<file path="config.mk">
export PLATFORM = sky130hd
export DESIGN_NAME = alu_share_arb
export DESIGN_NICKNAME = d
export VERILOG_FILES = /design/src/rtl/alu_share_arb.sv
export SDC_FILE = /design/constraint.sdc
export NUM_CORES = 2
export LEC_CHECK = 0
export CELL_PAD_IN_SITES_DETAIL_PLACEMENT = 1
export CELL_PAD_IN_SITES_GLOBAL_PLACEMENT = 1
export CORE_MARGIN = 2
export CORE_UTILIZATION = 42
export DETAILED_ROUTE_END_ITERATION = 16
export GPL_ROUTABILITY_DRIVEN = 0
export PLACE_DENSITY_LB_ADDON = 0.1
export SYNTH_ARGS = -nofsm -noshare
export SYNTH_HDL_FRONTEND = slang
export SYNTH_SLANG_ARGS = --single-unit
</file>
<file path="constraint.sdc">
create_clock -name clk -period 8.7 [get_ports clk]
set_clock_uncertainty 0.2 [all_clocks]
set_input_delay 0.87 -clock clk [delete_from_list [all_inputs] [get_ports clk]]
set_output_delay 0.87 -clock clk [all_outputs]
set_load 0.02 [all_outputs]
</file>
<file path="src/rtl/alu_share_arb.sv">
// alu_share_arb: round-robin arbiter time-sharing one alu between two requesters with registered response slots.
// Define ALU_ARB_FIXED_PRIO_EN for fixed priority (requester 0 always wins ties).
module alu #(
  parameter int W = 32
) (
  input  logic [3:0]   op,
  input  logic [W-1:0] a,
  input  logic [W-1:0] b,
  output logic [W-1:0] y,
  output logic         br
);
  always_comb begin
    y  = a + b;
    br = 1'b0;
    case (op)
      4'd1:  y = a - b;
      4'd2:  y = a * b;
      4'd3:  y = a & b;
      4'd4:  y = a | b;
      4'd5:  y = a ^ b;
      4'd6:  y = a << b;
      4'd7:  y = a >> b;
      4'd8,
      4'd9:  y = {{(W-1){1'b0}}, a < b};
      4'd11: br = a == b;
      4'd12: br = a > b;
      4'd13: br = a < b;
      default: y = a + b;
    endcase
  end
endmodule

module alu_share_arb #(
  parameter int W = 32
) (
  input  logic         clk,
  input  logic         rst,
  input  logic         req0_valid,
  output logic         req0_ready,
  input  logic [W-1:0] req0_a,
  input  logic [W-1:0] req0_b,
  input  logic [3:0]   req0_op,
  output logic         rsp0_valid,
  input  logic         rsp0_ready,
  output logic [W-1:0] rsp0_result,
  output logic         rsp0_branch,
  input  logic         req1_valid,
  output logic         req1_ready,
  input  logic [W-1:0] req1_a,
  input  logic [W-1:0] req1_b,
  input  logic [3:0]   req1_op,
  output logic         rsp1_valid,
  input  logic         rsp1_ready,
  output logic [W-1:0] rsp1_result,
  output logic         rsp1_branch
);
  logic         e0, e1, is_br, alu_br;
  logic [3:0]   op;
  logic [W-1:0] a, b, y, res_n;
  assign e0 = req0_valid && (!rsp0_valid || rsp0_ready);
  assign e1 = req1_valid && (!rsp1_valid || rsp1_ready);
`ifdef ALU_ARB_FIXED_PRIO_EN
  assign req0_ready = !rst && e0;
  assign req1_ready = !rst && e1 && !e0;
`else
  logic last;
  assign req0_ready = !rst && e0 && (!e1 || last);
  assign req1_ready = !rst && e1 && (!e0 || !last);
  always_ff @(posedge clk or posedge rst)
    if (rst) last <= 1'b1;
    else if (req0_ready || req1_ready) last <= req1_ready;
`endif
  assign op = req1_ready ? req1_op : req0_op;
  assign a  = req1_ready ? req1_a  : req0_a;
  assign b  = req1_ready ? req1_b  : req0_b;
  alu #(.W(W)) u_alu (.op(op), .a(a), .b(b), .y(y), .br(alu_br));
  // Branch ops report only the decision; everything else only the value.
  assign is_br = op inside {4'd11, 4'd12, 4'd13};
  assign res_n = is_br ? '0 : y;
  always_ff @(posedge clk or posedge rst)
    if (rst) begin
      rsp0_valid  <= 1'b0;
      rsp0_result <= '0;
      rsp0_branch <= 1'b0;
      rsp1_valid  <= 1'b0;
      rsp1_result <= '0;
      rsp1_branch <= 1'b0;
    end else begin
      if (req0_ready) begin
        rsp0_valid  <= 1'b1;
        rsp0_result <= res_n;
        rsp0_branch <= is_br && alu_br;
      end else if (rsp0_ready) rsp0_valid <= 1'b0;
      if (req1_ready) begin
        rsp1_valid  <= 1'b1;
        rsp1_result <= res_n;
        rsp1_branch <= is_br && alu_br;
      end else if (rsp1_ready) rsp1_valid <= 1'b0;
    end
endmodule

</file>
# Word level (Yosys, flattened, before mapping)
# Index checks and enable logic that the tools add are counted.
[word_totals]
mem_bits_ro = 0
in_bits = 142
output_inout_bits = 70
latch_bits = 0
n_memories = 0
reg_bits = 69
elab_cells = 62
ram_bits = 0
[op_classes]
reduce_logical = 22
n_eq_ne = 13
n_mux = 10
shift = 2
n_addsub = 2
magnitude_cmp = 2
n_mul = 1
n_bitwise = 3
div_mod_pow = 0
[ops]
columns = ["cell", "count"]
rows = [
  ["32-bit one-hot mux with 8 select lines", 1],
  ["32-bit two-way mux", 3],
  ["32-bit adder", 1],
  ["32-bit AND", 1],
  ["32-bit equality test", 1],
  ["32-bit greater-than comparator", 1],
  ["32-bit < comparator", 1],
  ["32-bit by 32-bit multiplier with 32-bit output", 1],
  ["32-bit OR", 1],
  ["32-bit by 32-bit << shifter with 32-bit output", 1],
  ["32-bit by 32-bit right shift with 32-bit output", 1],
  ["32-bit subtractor", 1],
  ["32-bit bitwise XOR", 1],
  ["4-bit equality test (second input constant)", 5],
  ["4-bit by 3-bit equality test with 1-bit output (second input constant)", 4],
  ["4-bit by 2-bit equality test with 1-bit output (second input constant)", 2],
  ["1-bit logical AND", 7],
  ["1-bit zero test", 6],
  ["1-bit logical OR", 5],
  ["4-bit by 1-bit equality test with 1-bit output (second input constant)", 1],
  ["1-bit two-way mux", 4],
  ["4-bit two-way mux", 1],
  ["2-bit nonzero test", 2],
  ["1-bit one-hot mux with 3 select lines", 1],
  ["other kinds (2)", 2],
]

# Logic depth before layout (Yosys ltp)
[logic_depth]
depth_word = 11
depth_mapped = 42
ltp_nobuf = 35

# By module
# Synthesis repeated with hierarchy kept, for this count alone.
[hier_totals]
cells_unflattened = 3330
area_unflattened_um2 = 27083.5
[by_module_without_submodules]
columns = ["mod", "seq_area_each_um2", "area_each_um2", "cells_per_inst", "n_inst"]
rows = [
  ["alu", 0.0, 23593.9, 3013, 1],
  ["alu_share_arb", 1727.9, 3489.6, 317, 1],
]

# Least setup slack after synthesis
# No wires, ideal clock.
[synth_path]
path_type = "input -> register"
startpoint = "input rst"
endpoint = "register rsp0_result[31]"
stages = 33
n_path_buf = 4
setup_slack_ns = -2.760
setup_ns = 0.128
required_time_ns = 8.372
arrival_time_ns = 11.132
path_cell_list = "inv_1 nand3_1 o21ai_2 nand2_2 inv_2 buf_2 buf_2 buf_1 buf_1 nor2_1 fa_1 inv_1 fa_1 fa_1 fa_1 inv_1 fa_1 fa_1 fa_1 fa_1 ha_1 a21oi_1 nor2b_1 o21a_1 o221ai_1 a21boi_0 a311oi_1 o21ai_0 xor2_1 a32oi_1 nand2_1 o211ai_1 o31ai_1"
[synth_via]
elab_chain_cells = 8
elab_cells_between_ends = 32
cone_classes = "add/sub: 2; mul: 1; eq/ne: 12; shift: 2; mux: 5; bitwise: 3; reduce/logical: 7"
[synth_lines]
columns = ["item", "line", "text"]
rows = [
  ["from (decl)", "37", "input logic rst,"],
  ["1-bit zero test (no source line) *", "-", ""],
  ["parallel branches: the longest is 7 deep, another holds 32-bit by 32-bit multiplier with 32-bit output", "-", ""],
  ["to (signal assigned)", "91", "rsp0_result <= res_n;"],
  ["to (decl)", "45", "output logic [W-1:0] rsp0_result,"],
]
# Mark *: on every way between the ends.
# A chain may end at the register's enable or synchronous reset.

# Worst setup path in the final report
[layout_path]
startpoint = "input rst"
endpoint = "register rsp0_result[29]"
# The elaborated chain is that of the path after synthesis.

==> flow_summary.json <==
{
  "grt.total_usage_pct": 48.6,
  "finalSetupViolations": 38,
  "asyncSetResetFlopFracSynth_pct": 100,
  "grt_overflow_total": 0,
  "dominantRegCellSynth": "sky130_fd_sc_hd__dfrtp_1",
  "achievable-frequency_ghz": 0.0980,
  "cts_tree": "built",
  "critical_path.endpoint_type": "flop",
  "hold_viol_final": 0,
  "rr_endpoint": "rsp0_result[29]",
  "crit_path_end": "rsp0_result[29]",
  "die_extent_in_y_um": 267,
  "cts_inserted_buffers": 9,
  "number_of_global_route_vias_before_repair": 38081,
  "outcome": "finished with violations",
  "synth-seq-cells": 69,
  "hold_path_class": "flop to flop",
  "synthesis.instances": 3708,
  "synth_sequential_area_ratio_pct": 5.97,
  "grt_antenna_before_repair": 27,
  "final_net_count": 5232,
  "yosys_warnings": 0,
  "area_contributors_post_synth": "sky130_fd_sc_hd__fa_1 (28%), sky130_fd_sc_hd__ha_1 (9.5%), sky130_fd_sc_hd__nand2_1 (6.3%)",
  "netlist-cell-type-count": 100,
  "fp-row-count": 96,
  "worstSkewPairLatency_ns": 0.34,
  "worstSetupPathType": "primary input to flop",
  "rr_worst_depth": 36,
  "layout_worst_path_cycle_share_pct": 117,
  "die_area_mm2": 0.0710,
  "timing.critical_path.fanout_max": 8,
  "io_buffers": 211,
  "synth_largest_area_cell": "sky130_fd_sc_hd__fa_1",
  "pin_count": 212,
  "post_synth_instance_area_mm2": 0.0289,
  "worst_ep_required_time_ns": 8.72,
  "report.final.slew_viol_count": 0,
  "drt-pass1-iter-count": 11,
  "via_per_inst": 6.90,
  "timing.critical_path.from": "rst",
  "critical_path.reg2reg.startpoint": "last",
  "final_critical_path_setup_slack_ns": -1.50,
  "max_cap_viol_count": 0,
  "detail_route.wirelength_um": 197000,
  "timing_worst_slew_pin_value_ns": 1.40,
  "detailroute.via_count": 37034,
  "worst_slew_margin_rel_pct": 6.85,
  "critPathArrivalTime_ns": 10.22,
  "area_growth_syn_to_layout_pct": 41.0,
  "violations_in_the_final_reports": "setup timing",
  "route.detailed.drc": 0,
  "most_repeated_library_cell_on_the_critical_path": "sky130_fd_sc_hd__fa_1",
  "share_of_cells_above_drive_strength_1_pct": 30.4,
  "dpl-instance-area_mm2": 0.0367,
  "detailed_place_hpwl_um": 132000,
  "die_width_um": 267,
  "yosysTopAreaCellShare_pct": 28.4,
  "clk_transition_reported_paths_ns": 0.06,
  "final.fill_count": 7997,
  "routed_wl_per_cell_um": 36.8,
  "coreArea_mm2": 0.0685,
  "start_util_pct": 42.3,
  "cts_buffer_depth": 2,
  "grt_max_degree": 71,
  "cp_slowest_stage_delay_ns": 0.67,
  "crit_path_start_kind": "primary input",
  "post_synth.cell_area_avg_um2": 7.80,
  "timing.hold.worst.start": "rsp1_result[20]",
  "grt_pass1_wl_um": 253000,
  "final_critical_delay_including_setup_and_external_delays_ns": 10.20,
  "route.antenna.remaining_nets": 0,
  "cts_hold_buffers": 0,
  "h-tree-depth": 3,
  "post-route-cell-area_mm2": 0.0408,
  "cp_slowest_cell": "sky130_fd_sc_hd__fa_1",
  "clockRootBuffer": "sky130_fd_sc_hd__clkbuf_16",
  "rsz0062_at_grt": "true",
  "synth-edff-count": 0,
  "detail_route.iter0.violations": 5097,
  "syn-num-nets": 4479,
  "reg2reg_slack_ns": -1.29,
  "clkSinkCount": 69
}
placed cells by master, fill, tap and decap left out, types with 23 or more instances in the layout:
master,instances
sky130_fd_sc_hd__buf_6,77
sky130_fd_sc_hd__nor3_1,32
sky130_fd_sc_hd__ha_1,176
sky130_fd_sc_hd__xor2_1,23
sky130_fd_sc_hd__nor2_1,369
sky130_fd_sc_hd__mux2i_1,57
sky130_fd_sc_hd__o21ai_0,135
sky130_fd_sc_hd__a21oi_1,181
sky130_fd_sc_hd__nand2_2,29
sky130_fd_sc_hd__buf_12,59
sky130_fd_sc_hd__a21o_1,34
sky130_fd_sc_hd__fa_1,331
sky130_fd_sc_hd__nor4_1,24
sky130_fd_sc_hd__nor2_4,23
sky130_fd_sc_hd__nand3_1,55
sky130_fd_sc_hd__inv_2,65
sky130_fd_sc_hd__a221oi_1,34
sky130_fd_sc_hd__xnor2_1,92
sky130_fd_sc_hd__clkdlybuf4s50_1,204
sky130_fd_sc_hd__nor2_2,57
sky130_fd_sc_hd__mux2_2,45
sky130_fd_sc_hd__buf_4,603
sky130_fd_sc_hd__a31oi_1,25
sky130_fd_sc_hd__dfrtp_1,68
sky130_fd_sc_hd__o21bai_1,23
sky130_fd_sc_hd__nand2_1,432
sky130_fd_sc_hd__a211oi_1,24
sky130_fd_sc_hd__o211ai_1,50
sky130_fd_sc_hd__fa_2,79
sky130_fd_sc_hd__inv_1,410
sky130_fd_sc_hd__nor2b_1,31
sky130_fd_sc_hd__o21ai_1,26
sky130_fd_sc_hd__ha_4,35
cell usage after synthesis, types with 23 or more instances:
library cell	instances
sky130_fd_sc_hd__a211oi_1	29
sky130_fd_sc_hd__a21o_1	35
sky130_fd_sc_hd__a21oi_1	196
sky130_fd_sc_hd__a221oi_1	39
sky130_fd_sc_hd__a31oi_1	31
sky130_fd_sc_hd__buf_1	43
sky130_fd_sc_hd__buf_2	67
sky130_fd_sc_hd__clkbuf_1	93
sky130_fd_sc_hd__dfrtp_1	68
sky130_fd_sc_hd__fa_1	410
sky130_fd_sc_hd__ha_1	219
sky130_fd_sc_hd__inv_1	485
sky130_fd_sc_hd__mux2_2	54
sky130_fd_sc_hd__mux2i_1	64
sky130_fd_sc_hd__nand2_1	486
sky130_fd_sc_hd__nand3_1	62
sky130_fd_sc_hd__nor2_1	448
sky130_fd_sc_hd__nor2b_1	32
sky130_fd_sc_hd__nor3_1	36
sky130_fd_sc_hd__nor4_1	24
sky130_fd_sc_hd__o211ai_1	50
sky130_fd_sc_hd__o21ai_0	164
sky130_fd_sc_hd__o21bai_1	23
sky130_fd_sc_hd__xnor2_1	102
sky130_fd_sc_hd__xor2_1	26
flip-flops by register name, summed over array words and instances, names as in the netlist:
name and cells:
rsp0_result 32, rsp1_result 32, last 1, rsp0_branch 1, rsp0_valid 1, rsp1_branch 1, rsp1_valid 1
critical path: cells and delay by family:
family | cells | cell delay, ns
XOR/XNOR | 1 | 0.35
AO/OA/AOI/OAI | 7 | 1.42
adder cells (fa/ha/maj) | 9 | 4.19
multiplexers | 1 | 0.28
buffers and inverters | 14 | 1.70
AND/OR/NAND/NOR | 6 | 1.38
worst min path at each step:
stage / end / slack [ns] / cells past startpoint
2_1_floorplan: last / 0.27 / 2
3_3_place_gp: rsp0_result[11] / 0.27 / 2
3_5_place_dp: rsp1_result[20] / 0.28 / 1
4_1_cts: rsp1_result[20] / 0.30 / 1
5_1_grt: rsp0_result[20] / 0.32 / 1
6_report: rsp1_result[20] / 0.30 / 1
routing by layer:
layer	track usage (%)	up-vias	share of wire [%]
met5	0	-	0.37
met1	54.3	17983	32
li1	-	13896	-
met3	16.4	1646	15
met4	41.8	36	13
met2	74.6	3473	41
metrics by stage:
step / TNS, ns / hold slack (ns) / utilization [%] / setup WS [ns] / std cells
6_report: -30.18 / 0.297 / 59.6 / -1.50 / 5365
5_1_grt: -30.35 / 0.319 / 59.6 / -1.45 / 5351
4_1_cts: -2.72 / 0.298 / 57.5 / -0.274 / 5297
3_5_place_dp: -50.25 / 0.285 / 53.7 / -1.67 / 5177
3_3_place_gp: -44.35 / 0.271 / 53.7 / -1.43 / 5177
2_1_floorplan: -35.35 / 0.273 / - / -1.42 / 3708
area by class of cell:
cell class                 instances  area, µm²  share of cell area (%)
antenna                           17       42.5                   0.104
clock buffer                       9        225                   0.552
clock inverter                     7       73.8                   0.181
inverter                         504       2010                    4.92
multi-input combinational       2912      26700                    65.4
sequential                        69       1730                    4.23
tap                              882       1100                    2.70
timing repair buffer             965       8960                    22.0
cell families (layout without fill, tap and decap cells):
kind of cell	count (synthesis)	in the layout	synth area share (%)
buf+inv	727	1485	10.1
other cells	0	17	0
xor+xnor	130	130	4.03
compound gates	798	798	18.4
fa+ha+maj	629	629	37.8
flops	69	69	5.97
mux	134	134	5.37
simple gates	1221	1221	18.2
repair_timing:
item	4_1_cts	5_1_grt
pin swaps	166	163
setup buffers	105	60
gates resized for setup	360	280
cloned	5	1
endpoints found under the setup margin	42	42
Power is left out: the tool's default activity adds up to more than one toggle a clock period on the data nets, which glitch-free logic cannot reach.
